File: config.mk
export PLATFORM = sky130hd
export DESIGN_NAME = ysyx_210247_clint
export DESIGN_NICKNAME = d
export VERILOG_FILES = /design/src/rtl/ysyx_210247_clint_pkg.sv /design/src/rtl/ysyx_210247_clint_regs.sv /design/src/rtl/ysyx_210247_clint.sv
export SDC_FILE = /design/constraint.sdc
export NUM_CORES = 1
export LEC_CHECK = 0
export CAP_MARGIN = 30
export CELL_PAD_IN_SITES_DETAIL_PLACEMENT = 0
export CELL_PAD_IN_SITES_GLOBAL_PLACEMENT = 1
export CORE_AREA = 2 2 258 260
export DETAILED_ROUTE_END_ITERATION = 8
export DIE_AREA = 0 0 260 262
export GPL_ROUTABILITY_DRIVEN = 0
export PLACE_DENSITY = 0.69
export SYNTH_ARGS = -nofsm -noshare
export SYNTH_HDL_FRONTEND = slang
export SYNTH_SLANG_ARGS = --single-unit
File: constraint.sdc
create_clock -name clock -period 7 [get_ports clock]
set_input_delay 0.7 -clock clock [delete_from_list [all_inputs] [get_ports clock]]
set_output_delay 0.7 -clock clock [all_outputs]
set_load 0.005 [all_outputs]
File: src/rtl/ysyx_210247_clint_pkg.sv
// Shared constants, FSM encoding and the byte-strobe merge helper for the CLINT.
package ysyx_210247_clint_pkg;

  localparam int unsigned RW_DATA_WIDTH = 128;
  localparam logic [63:0] CLINT_BASE    = 64'h0200_0000;
  localparam logic [15:0] MTIME_OFF     = 16'hBFF8;
  localparam logic [15:0] MTIMECMP_OFF  = 16'h4000;

  typedef enum logic [1:0] {
    StIdle,
    StLocal,
    StPass
  } clint_state_e;

  function automatic logic [63:0] strb_merge(input logic [63:0] old_val,
                                             input logic [63:0] new_val,
                                             input logic [7:0]  strb);
    logic [63:0] res;
    res = old_val;
    for (int b = 0; b < 8; b++) begin
      if (strb[b]) res[8*b +: 8] = new_val[8*b +: 8];
    end
    return res;
  endfunction

endpackage

File: src/rtl/ysyx_210247_clint_regs.sv
// mtime/mtimecmp storage, tick divider, strobe-merged writes and the timer interrupt flop.
module ysyx_210247_clint_regs
  import ysyx_210247_clint_pkg::*;
#(
  parameter int unsigned TickDiv = 1
) (
  input  logic        clock,
  input  logic        reset,
  input  logic        wr_mtime_i,
  input  logic        wr_mtimecmp_i,
  input  logic [63:0] wdata_i,
  input  logic [7:0]  wstrb_i,
  output logic [63:0] mtime_o,
  output logic [63:0] mtimecmp_o,
  output logic        timer_int_o
);

  localparam int unsigned CntW = (TickDiv > 1) ? $clog2(TickDiv) : 1;
  localparam logic [CntW-1:0] CntMax = CntW'(TickDiv - 1);

  logic [CntW-1:0] cnt_q, cnt_d;
  logic [63:0]     mtime_q, mtime_d;
  logic [63:0]     mtimecmp_q, mtimecmp_d;
  logic            timer_int_q, timer_int_d;
  logic            tick;

  always_comb begin
    tick       = (cnt_q == CntMax);
    cnt_d      = tick ? '0 : cnt_q + 1'b1;
    // A software write to mtime swallows a coincident tick.
    mtime_d    = mtime_q;
    if (wr_mtime_i) begin
      mtime_d = strb_merge(mtime_q, wdata_i, wstrb_i);
    end else if (tick) begin
      mtime_d = mtime_q + 64'd1;
    end
    mtimecmp_d = wr_mtimecmp_i ? strb_merge(mtimecmp_q, wdata_i, wstrb_i) : mtimecmp_q;
    timer_int_d = (mtime_q >= mtimecmp_q);
  end

  always_ff @(posedge clock) begin
    if (reset) begin
      cnt_q       <= '0;
      mtime_q     <= '0;
      mtimecmp_q  <= '1;
      timer_int_q <= 1'b0;
    end else begin
      cnt_q       <= cnt_d;
      mtime_q     <= mtime_d;
      mtimecmp_q  <= mtimecmp_d;
      timer_int_q <= timer_int_d;
    end
  end

  assign mtime_o     = mtime_q;
  assign mtimecmp_o  = mtimecmp_q;
  assign timer_int_o = timer_int_q;

endmodule

File: src/rtl/ysyx_210247_clint.sv
// CLINT sitting between the dcache and the AXI bridge: serves its own window locally,
// forwards everything else untouched, and raises the machine timer interrupt.
module ysyx_210247_clint
  import ysyx_210247_clint_pkg::*;
#(
  parameter logic [63:0] ClintBase = CLINT_BASE,
  parameter int unsigned TickDiv   = 1,
  parameter int unsigned RwW       = RW_DATA_WIDTH
) (
  input  logic           clock,
  input  logic           reset,
  input  logic [63:0]    up_req_addr,
  input  logic [RwW-1:0] up_req_data,
  input  logic           up_req_wen,
  input  logic [1:0]     up_req_size,
  input  logic [7:0]     up_req_strb,
  input  logic           up_req_valid,
  output logic           up_resp_valid,
  output logic [RwW-1:0] up_resp_data,
  output logic [63:0]    dn_req_addr,
  output logic [RwW-1:0] dn_req_data,
  output logic           dn_req_wen,
  output logic [1:0]     dn_req_size,
  output logic [7:0]     dn_req_strb,
  output logic           dn_req_valid,
  input  logic           dn_resp_valid,
  input  logic [RwW-1:0] dn_resp_data,
  output logic           timer_int
);

  clint_state_e state_q, state_d;
  logic [63:0]  rdata_q, rdata_d;
  logic [63:0]  mtime, mtimecmp, rd64;
  logic [15:0]  off;
  logic         hit, accept_local, wr_mtime, wr_mtimecmp;

  always_comb begin
    off          = up_req_addr[15:0];
    hit          = (up_req_addr[63:16] == ClintBase[63:16]);
    accept_local = (state_q == StIdle) && up_req_valid && hit;
    wr_mtime     = accept_local && up_req_wen && (off == MTIME_OFF);
    wr_mtimecmp  = accept_local && up_req_wen && (off == MTIMECMP_OFF);
    if (off == MTIME_OFF) begin
      rd64 = mtime;
    end else if (off == MTIMECMP_OFF) begin
      rd64 = mtimecmp;
    end else begin
      rd64 = '0;
    end
    rdata_d = accept_local ? rd64 : rdata_q;
  end

  always_comb begin
    state_d       = state_q;
    dn_req_valid  = 1'b0;
    up_resp_valid = 1'b0;
    up_resp_data  = '0;
    unique case (state_q)
      StIdle: begin
        if (up_req_valid) begin
          if (hit) begin
            state_d = StLocal;
          end else begin
            state_d      = StPass;
            dn_req_valid = 1'b1;
          end
        end
      end
      StLocal: begin
        // Both halves carry the value; the dcache picks a lane by addr[3].
        up_resp_valid = 1'b1;
        up_resp_data  = {(RwW/64){rdata_q}};
        state_d       = StIdle;
      end
      StPass: begin
        dn_req_valid  = up_req_valid;
        up_resp_valid = dn_resp_valid;
        up_resp_data  = dn_resp_data;
        if (dn_resp_valid) state_d = StIdle;
      end
      default: state_d = StIdle;
    endcase
    // Reset must kill an in-flight bridge request within the same cycle.
    if (reset) begin
      dn_req_valid  = 1'b0;
      up_resp_valid = 1'b0;
      up_resp_data  = '0;
    end
  end

  always_ff @(posedge clock) begin
    if (reset) begin
      state_q <= StIdle;
      rdata_q <= '0;
    end else begin
      state_q <= state_d;
      rdata_q <= rdata_d;
    end
  end

  assign dn_req_addr = up_req_addr;
  assign dn_req_data = up_req_data;
  assign dn_req_wen  = up_req_wen;
  assign dn_req_size = up_req_size;
  assign dn_req_strb = up_req_strb;

  ysyx_210247_clint_regs #(
    .TickDiv(TickDiv)
  ) u_regs (
    .clock        (clock),
    .reset        (reset),
    .wr_mtime_i   (wr_mtime),
    .wr_mtimecmp_i(wr_mtimecmp),
    .wdata_i      (up_req_data[63:0]),
    .wstrb_i      (up_req_strb),
    .mtime_o      (mtime),
    .mtimecmp_o   (mtimecmp),
    .timer_int_o  (timer_int)
  );

endmodule
==> results.sh <==
export IMPL_crit_path_end_kind="primary output"
export IMPL_worst_pin_slew_ps=952
export IMPL_synthSimpleGateAreaFrac_pct=25.7
export IMPL_ys_flop_type="dfxtp_1"
export IMPL_clk_pin_slew_ps=70
export IMPL_fin_crit_sh_pct=58.0
export IMPL_cts_inserted_buffers=17
export IMPL_grt_max_degree=72
export IMPL_finalNonFillerCells=3056
export IMPL_syn_nets=2343
export IMPL_synthCells=1940
export IMPL_post_drt_wl_per_cell_um=19.7
export IMPL_hold_start="rdata_q[14]"
export IMPL_grt_pass1_wl_mm=88.4
export IMPL_ant_nets=0
export IMPL_clk_latency_ps=460
export IMPL_combPwrFrac_pct=18.5
export IMPL_cts_hold_fix_buffers=0
export IMPL_power_leakage_nw=6.89
export IMPL_drcViolationCount=0
export IMPL_avgSynthCellArea_sq_um=7.25
export IMPL_p_sw_uw=728
export IMPL_crit_start="reset"
export IMPL_drv_cap=0
export IMPL_synth_distinct_cells=71
export IMPL_vias=14900
export IMPL_rows=94
export IMPL_cts_root_buf="clkbuf_16"
export IMPL_coreArea_sq_um=65300
export IMPL_final_layout_size_suffix_gt1_share_pct=4.06
export IMPL_critical_path_peak_fanout=69
export IMPL_slew_headroom_pct=36.0
export IMPL_synth_edf_count=0
export IMPL_power_density_nw_per_um2=136
export IMPL_hold_viol_final=0
export IMPL_die_w_um=260
export IMPL_rr_startpoint="u_regs.mtime_o[0]"
export IMPL_p_int_mw=1.88
export IMPL_io_pins=669
export IMPL_synth_most_common_cell="nand2_1"
export IMPL_synth_area_leaders="dfxtp_1, buf_4, nand2_1"
export IMPL_antenna_found_initial=0
export IMPL_finalSetupTns_ps=0
export IMPL_cts_resized=0
export IMPL_rsz0062_at_grt="no"
export IMPL_synth_compound_area_share_pct=22.7
export IMPL_drt_wl_total_mm=60.3
export IMPL_nets=2580
export IMPL_yosys_warnings=0
export IMPL_grt_pass1_vias=14100
export IMPL_synth_commonest_cells="nand2_1, buf_4, a21oi_1, dfxtp_1, nor2_1"
export IMPL_yosysTopAreaCell="dfxtp_1"
export IMPL_clk_path_buf_depth=2
export IMPL_setup_viol_count_final=0
export IMPL_drtIter0Drc=901
export IMPL_finalCriticalPeriod_ps=4060
export IMPL_port_buffers=536
export IMPL_fillers=6958
export IMPL_swShare_pct=27.9
export IMPL_crit_required_ps=6300
export IMPL_muxShareOfSynthArea_pct=0.774
export IMPL_power_share_clock_pct=38.4
export IMPL_fin_skew_ps=10.3
export IMPL_track_usage_pct=16.9
export IMPL_synth_xor_area_share_pct=0
export IMPL_fmax_ghz=0.246
export IMPL_hp_class="reg -> reg"
export IMPL_synthArstFlopShare_pct=0
export IMPL_dpl_hpwl_mm=46.9
export IMPL_cts_setup_buffers=0
export IMPL_status="completed"
export IMPL_die_height_um=262
export IMPL_cp_arrival_ps=3360
export IMPL_final_max_slew_viol_count=0
export IMPL_ys_seq_elements=196
export IMPL_cts_num_sinks=196
export IMPL_critPathKind="in -> out"
export IMPL_initial_core_util_pct=21.5
export IMPL_p_seq_share_pct=43.1
export IMPL_htreeDepth=4
export IMPL_cts_tree="done"
export IMPL_ys_seq_area_share_pct=27.9
export IMPL_irDropWorstVdd_v=0.000158
export IMPL_syn_area_sq_um=14100
export IMPL_synth_top_family_by_area="simple AND/OR/NAND/NOR gates"
export IMPL_synth_top_area_share_pct=27.9
export IMPL_synthAdderAreaFrac_pct=6.05
export IMPL_power_mw=2.61
export IMPL_die_area_sq_um=68100
export IMPL_dp_cells=3022
export IMPL_viasPerCell=4.88
export IMPL_grt_overflow=0
export IMPL_start_kind="input port"
export IMPL_area_growth_pct=36.2
export IMPL_first_pass_iters=5
## power groups by stage
stage	logic [mW]	registers, mW	clock network, mW
floorplan	0.219	1.15	0
global placement	0.484	1.15	0
detailed placement	0.486	1.15	0
CTS	0.489	1.12	1.02
global route	0.519	1.12	1.07
finish	0.482	1.12	1.00
## state kept, by name, summed over array words and instances (netlist names)
signal / flops
u_regs.mtime_o: 64
u_regs.mtimecmp_o: 64
u_regs.cnt_q: 1
rdata_q: 64
state_q: 2
u_regs.timer_int_o: 1
## final timing paths
| kind | to | slack, ps | depth (start not counted) |
|---|---|---|---|
| worst max-delay path | up_resp_data[54] | 2940 | 6 |
| worst min-delay path | rdata_q[14] | 500 | 2 |
| worst max register to register | u_regs.timer_int_o | 3510 | 9 |
| worst min register to register | rdata_q[14] | 500 | 2 |
## worst max-delay path: stages
cell and delay (ps):
buf_4 550, inv_2 120, nand2_4 500, buf_4 680, a21oi_1 150, clkdlybuf4s50_1 520
## cell type report
type                       instances  area (sq um)  area share (%)
multi-input combinational       1336          7810            40.8
clock buffer                      18           429            2.24
antenna                            2          5.00          0.0261
sequential                       196          3920            20.5
inverter                          76           285            1.49
timing repair buffer             550          5470            28.6
clock inverter                    14           138           0.719
tap                              864          1080            5.65
## cells in the final DEF (no fill, tap or decap), types with 17 or more instances in the layout
master           count
a21o_1              28
a21oi_1            203
a221oi_1            67
clkbuf_16           17
clkdlybuf4s50_1    535
dfxtp_1            196
ha_1                66
inv_1               75
nand2_1            334
nand3_1             38
nand4_1             40
nor2_1             134
nor3_1             100
nor4_1              24
o211ai_1            68
o21ai_0             50
## kinds of logic after synthesis
family                   count (synthesis)
AND/OR/NAND/NOR                        771
AO/OA/AOI/OAI                          486
buffers and inverters                  408
flip-flops                             196
adder cells (fa/ha/maj)                 68
multiplexers                            10
other                                    1
## stage by stage
stage          worst slack (ps)  area, sq um  hold WS [ps]  utilization [%]
2_1_floorplan              4220        14100           476                -
3_3_place_gp               2830        18600           486             28.4
3_5_place_dp               2710        18600           489             28.4
4_1_cts                    2840        19100           500             29.3
5_1_grt                    2680        19100           516             29.3
6_report                   2940        19100           496             29.3
## layer usage
layer | GRT usage (%) | routed length (um)
met5 | 0 | 0
met4 | 5.06 | 1300
met3 | 2.93 | 3510
met2 | 27.0 | 27400
met1 | 23.2 | 28100
No activity file was read; power rests on OpenSTA's default activity.
